<file path="config.mk">
export PLATFORM = sky130hd
export DESIGN_NAME = gry_bin_conv_ser
export DESIGN_NICKNAME = d
export VERILOG_FILES = /design/src/rtl/gry_bin_conv_ser.sv
export SDC_FILE = /design/constraint.sdc
export NUM_CORES = 1
export LEC_CHECK = 0
export CAP_MARGIN = 25
export CELL_PAD_IN_SITES_DETAIL_PLACEMENT = 1
export CELL_PAD_IN_SITES_GLOBAL_PLACEMENT = 1
export CORE_MARGIN = 2
export CORE_UTILIZATION = 33
export DETAILED_ROUTE_END_ITERATION = 6
export PLACE_DENSITY_LB_ADDON = 0.1
export SYNTH_ARGS = -nofsm -noshare
export SYNTH_HDL_FRONTEND = slang
export SYNTH_SLANG_ARGS = --single-unit
</file>
<file path="constraint.sdc">
create_clock -name clk -period 5.1 [get_ports clk]
set_clock_uncertainty 0.1 [all_clocks]
set_input_delay 1.53 -clock clk [delete_from_list [all_inputs] [get_ports clk]]
set_output_delay 1.53 -clock clk [all_outputs]
set_load 0.05 [all_outputs]
</file>
<file path="src/rtl/gry_bin_conv_ser.sv">
// Bit-serial Gray<->binary converter, MSB first, one bit per clock, valid/ready on both sides.
// Optional single-entry result cache short-circuits a repeat of the last accepted word.
module gry_bin_conv_ser #(
    parameter int unsigned WIDTH     = 8,
    parameter bit          SKIP_SAME = 1'b1
) (
    input  logic             clk,
    input  logic             rst,
    input  logic             in_valid,
    output logic             in_ready,
    input  logic [WIDTH-1:0] in_data,
    input  logic             in_mode,
    output logic             out_valid,
    input  logic             out_ready,
    output logic [WIDTH-1:0] out_data,
    output logic             busy
);

    localparam int unsigned IDXW = $clog2(WIDTH);

    typedef enum logic [1:0] {
        IDLE = 2'd0,
        CALC = 2'd1,
        DONE = 2'd2
    } state_e;

    state_e           state_q, state_d;
    logic [WIDTH-1:0] d_q, d_d;
    logic             m_q, m_d;
    logic [WIDTH-1:0] r_q, r_d;
    logic [IDXW-1:0]  idx_q, idx_d;
    logic             prev_q, prev_d;
    logic             hit_q, hit_d;
    logic [WIDTH-1:0] out_data_q, out_data_d;
    logic             out_valid_q, out_valid_d;
    logic             cache_vld_q, cache_vld_d;
    logic [WIDTH-1:0] cache_d_q, cache_d_d;
    logic             cache_m_q, cache_m_d;
    logic [WIDTH-1:0] cache_r_q, cache_r_d;

    logic             bit_c;
    logic [WIDTH-1:0] r_nxt_c;

    assign in_ready  = (state_q == IDLE) & ~rst;
    assign busy      = (state_q != IDLE);
    assign out_valid = out_valid_q;
    assign out_data  = out_data_q;

    // prev_q carries r[i+1] for Gray->binary and d[i+1] for binary->Gray
    always_comb begin
        state_d     = state_q;
        d_d         = d_q;
        m_d         = m_q;
        r_d         = r_q;
        idx_d       = idx_q;
        prev_d      = prev_q;
        hit_d       = hit_q;
        out_data_d  = out_data_q;
        out_valid_d = out_valid_q;
        cache_vld_d = cache_vld_q;
        cache_d_d   = cache_d_q;
        cache_m_d   = cache_m_q;
        cache_r_d   = cache_r_q;

        bit_c          = prev_q ^ d_q[idx_q];
        r_nxt_c        = r_q;
        r_nxt_c[idx_q] = bit_c;

        case (state_q)
            IDLE: begin
                if (in_valid && in_ready) begin
                    d_d     = in_data;
                    m_d     = in_mode;
                    idx_d   = IDXW'(WIDTH - 1);
                    r_d     = '0;
                    prev_d  = 1'b0;
                    hit_d   = SKIP_SAME && cache_vld_q &&
                              (in_data == cache_d_q) && (in_mode == cache_m_q);
                    state_d = CALC;
                end
            end
            CALC: begin
                if (hit_q) begin
                    out_data_d  = cache_r_q;
                    out_valid_d = 1'b1;
                    state_d     = DONE;
                end else begin
                    r_d    = r_nxt_c;
                    prev_d = m_q ? d_q[idx_q] : bit_c;
                    if (idx_q == '0) begin
                        out_data_d  = r_nxt_c;
                        out_valid_d = 1'b1;
                        cache_vld_d = 1'b1;
                        cache_d_d   = d_q;
                        cache_m_d   = m_q;
                        cache_r_d   = r_nxt_c;
                        state_d     = DONE;
                    end else begin
                        idx_d = idx_q - 1'b1;
                    end
                end
            end
            DONE: begin
                if (out_ready) begin
                    out_valid_d = 1'b0;
                    state_d     = IDLE;
                end
            end
            default: state_d = IDLE;
        endcase
    end

    always_ff @(posedge clk) begin
        if (rst) begin
            state_q     <= IDLE;
            d_q         <= '0;
            m_q         <= 1'b0;
            r_q         <= '0;
            idx_q       <= '0;
            prev_q      <= 1'b0;
            hit_q       <= 1'b0;
            out_data_q  <= '0;
            out_valid_q <= 1'b0;
            cache_vld_q <= 1'b0;
            cache_d_q   <= '0;
            cache_m_q   <= 1'b0;
            cache_r_q   <= '0;
        end else begin
            state_q     <= state_d;
            d_q         <= d_d;
            m_q         <= m_d;
            r_q         <= r_d;
            idx_q       <= idx_d;
            prev_q      <= prev_d;
            hit_q       <= hit_d;
            out_data_q  <= out_data_d;
            out_valid_q <= out_valid_d;
            cache_vld_q <= cache_vld_d;
            cache_d_q   <= cache_d_d;
            cache_m_q   <= cache_m_d;
            cache_r_q   <= cache_r_d;
        end
    end

endmodule

</file>
==> metrics <==
Synth-to-Final Area Change 15.2%; total congestion overflow 0; H-tree levels 2; Final Setup Violations 0; DR WL/cell 15.2 µm; Initial Utilization 33.5%; share of the synthesized area in the top cell type 40.0%; initial antenna violation count 0; normalized max-slew margin 44.0%; CTS Root Cell clkbuf_8; 1st-iter DRT viols 105; Main synth FF type dfxtp_1; Cells after Synth 307; GPL Wtd Cong 0.683; outcome finished, final reports clean; max cap viols 0; CTS tree yes; crit path kind primary input to output port; Die Width 91.9 µm; Die H 91.9 µm; CP max stage delay 0.80 ns; Post-Route WL 6.40 mm; final-report max-slew violation count 0; post-synthesis cell type count 50; largest net degree at the start of global routing 70; CP cell instances buf_2 > nor2_1 > clkdlybuf4s50_1; Final period util 81.4%; via count 2191; cell accounting for the most synthesized area dfxtp_1; Mapped Area 0.00255 mm²; Synth Register Bits 51; kind of start point of the critical path primary input; vias per cell 5.22; Nets 332; Core Box Area 0.00761 mm²; antenna diode count 0; setup TNS 0 ns; mux cell area share after synthesis 2.85%; first-pass GRT wire length 10.6 mm; final worst path period need 4.15 ns; Area contributors post-synth dfxtp_1 40%, nand2_1 6.0%, a21oi_1 3.9%; number of synthesized flops with an enable pin 0; Leak 0.941 nW; synth warn 0; share of layout cells above drive strength 1 10.1%; pre-CTS setup slack 0.939 ns; Post-CTS Resized 0; die area 0.00845 mm²; Mean Syn Cell Area 8.31 µm²; Max rail drop VDD 0.157 mV; final hold violation count 0; HP Class register to register; drc violations 0; Seq/Total Area, Yosys 40.0%; CTS sink count 51; antenna viol nets, final 0; CP Max Fanout 2; Post-Synth Adder-Cell Area 0.981%; Clock Latency Late Sink 0.31 ns; slowest CP cell clkdlybuf4s50_1; ys async rst share 0%; GRT Total Usage 15.6%; CP Capture Type output port; clock buffer depth 2; CTS clock-pin slew for the worst setup and hold paths 0.10 ns; RSZ-0062 raised after global routing no; final core occ 38.6%; Num CTS Buffers 5; std cell rows 32; Post-CTS Hold Fix Bufs 0; postcts setup bufs 0; PortBufs 23; post-DP HPWL 4.07 mm; vias in the first global route 2134; syn nets 322; Worst EP required 3.47 ns; fmax 241 MHz; Pwr Total 0.00101 W; Worst-Margin Slew 0.839 ns; DR pass1 iterations 4; Data arrival, critical path 2.52 ns; power density cells 344 mW/mm²; Synth Area in Compound Gates 19.4%; Worst R2R Setup Slack 2.57 ns; xor-xnor portion of the synthesized cell area 3.73%; setup ws final 0.947 ns; largest family of logic cells by synthesized area simple AND/OR/NAND/NOR gates; simple-gate share of the synthesized area 26.1%; Ports 24
[Yosys cell counts, types with 6 or more instances]
cell type	count
a21oi_1	20
buf_2	6
clkbuf_1	12
dfxtp_1	51
inv_1	7
nand2_1	41
nand2b_1	10
nand3_1	13
nand4_1	6
nor2_1	20
nor2b_1	6
nor3_1	7
o21ai_0	19
o22ai_1	6
xor2_1	6
[power by group]
group	internal (W)	total, W	switching, W
sequential	0.000421	0.000451	0.0000291
clock	0.000196	0.000341	0.000146
combinational	0.0000799	0.000218	0.000138
total	0.000697	0.00101	0.000313
[path summary, 6_finish.rpt]
path	from	to	depth (start not counted)
min	cache_r_q[7]$_SDFFE_PP0P_	cache_r_q[7]$_SDFFE_PP0P_	2
max reg2reg	idx_q[0]$_SDFFE_PP0P_	r_q[3]$_SDFFE_PP0P_	4
min reg2reg	cache_r_q[7]$_SDFFE_PP0P_	cache_r_q[7]$_SDFFE_PP0P_	2
max	rst	in_ready	3
[metrics by stage]
step / hold WS, ns / cell area, µm² / cells
floorplan: 0.332 / 2550 / 307
global placement: 0.344 / 2800 / 412
detailed placement: 0.351 / 2800 / 412
CTS: 0.365 / 2940 / 420
global route: 0.387 / 2940 / 420
finish: 0.362 / 2940 / 420
[registers in the layout, summed over array words and instances (netlist names), 2 cells and up]
| signal | cells |
|---|---|
| cache_d_q | 8 |
| idx_q | 3 |
| out_data | 8 |
| r_q | 8 |
| cache_r_q | 8 |
| d_q | 8 |
| state_q | 2 |
[per-layer routing]
layer  share of wire (%)  track usage [%]
met5                   0                0
met4                0.89             4.10
met3                 2.4             2.71
met2                  48             27.3
met1                  49             19.9
[logic make-up (layout without fill, tap and decap cells)]
logic type | Yosys count | count (layout)
AO/OA/AOI/OAI | 76 | 76
XOR/XNOR | 10 | 10
adder cells (fa/ha/maj) | 2 | 2
buffers and inverters | 33 | 44
flip-flops | 51 | 51
multiplexers | 6 | 6
AND/OR/NAND/NOR | 129 | 129
[critical path, delay by kind of cell]
kind          cells  cell delay, ns
buf+inv           2            0.90
simple gates      1            0.09
[layout by cell type, fill, tap and decap left out, drive strengths merged, types with 2 or more instances in the layout]
| master | count |
|---|---|
| clkbuf | 5 |
| or2 | 2 |
| a21oi | 20 |
| nand2 | 42 |
| a21o | 2 |
| nor3b | 4 |
| nor3 | 7 |
| nand4 | 6 |
| or3b | 3 |
| o31ai | 3 |
| o21ai | 19 |
| a31o | 4 |
| and2 | 3 |
| ha | 2 |
| nand2b | 10 |
| buf | 6 |
| xor2 | 7 |
| bufinv | 2 |
| nand3 | 13 |
| clkdlybuf4s50 | 22 |
| o32ai | 4 |
| o41ai | 5 |
| nor2b | 6 |
| or3 | 6 |
| a21boi | 4 |
| mux2i | 5 |
| dfxtp | 51 |
| nor2 | 20 |
| o22ai | 6 |
| a311oi | 4 |
| nand3b | 3 |
| inv | 7 |
| xnor2 | 3 |
[layout make-up]
class	count	area (µm²)
clock buffers	5	68.8
flip-flops and latches	51	1020
repair buffers	28	263
fillers	931	4670
inverters	8	30.0
well taps	102	128
multi-input cells	223	1360
clock inverters	3	67.6
(Power assumes the default switching activity.)
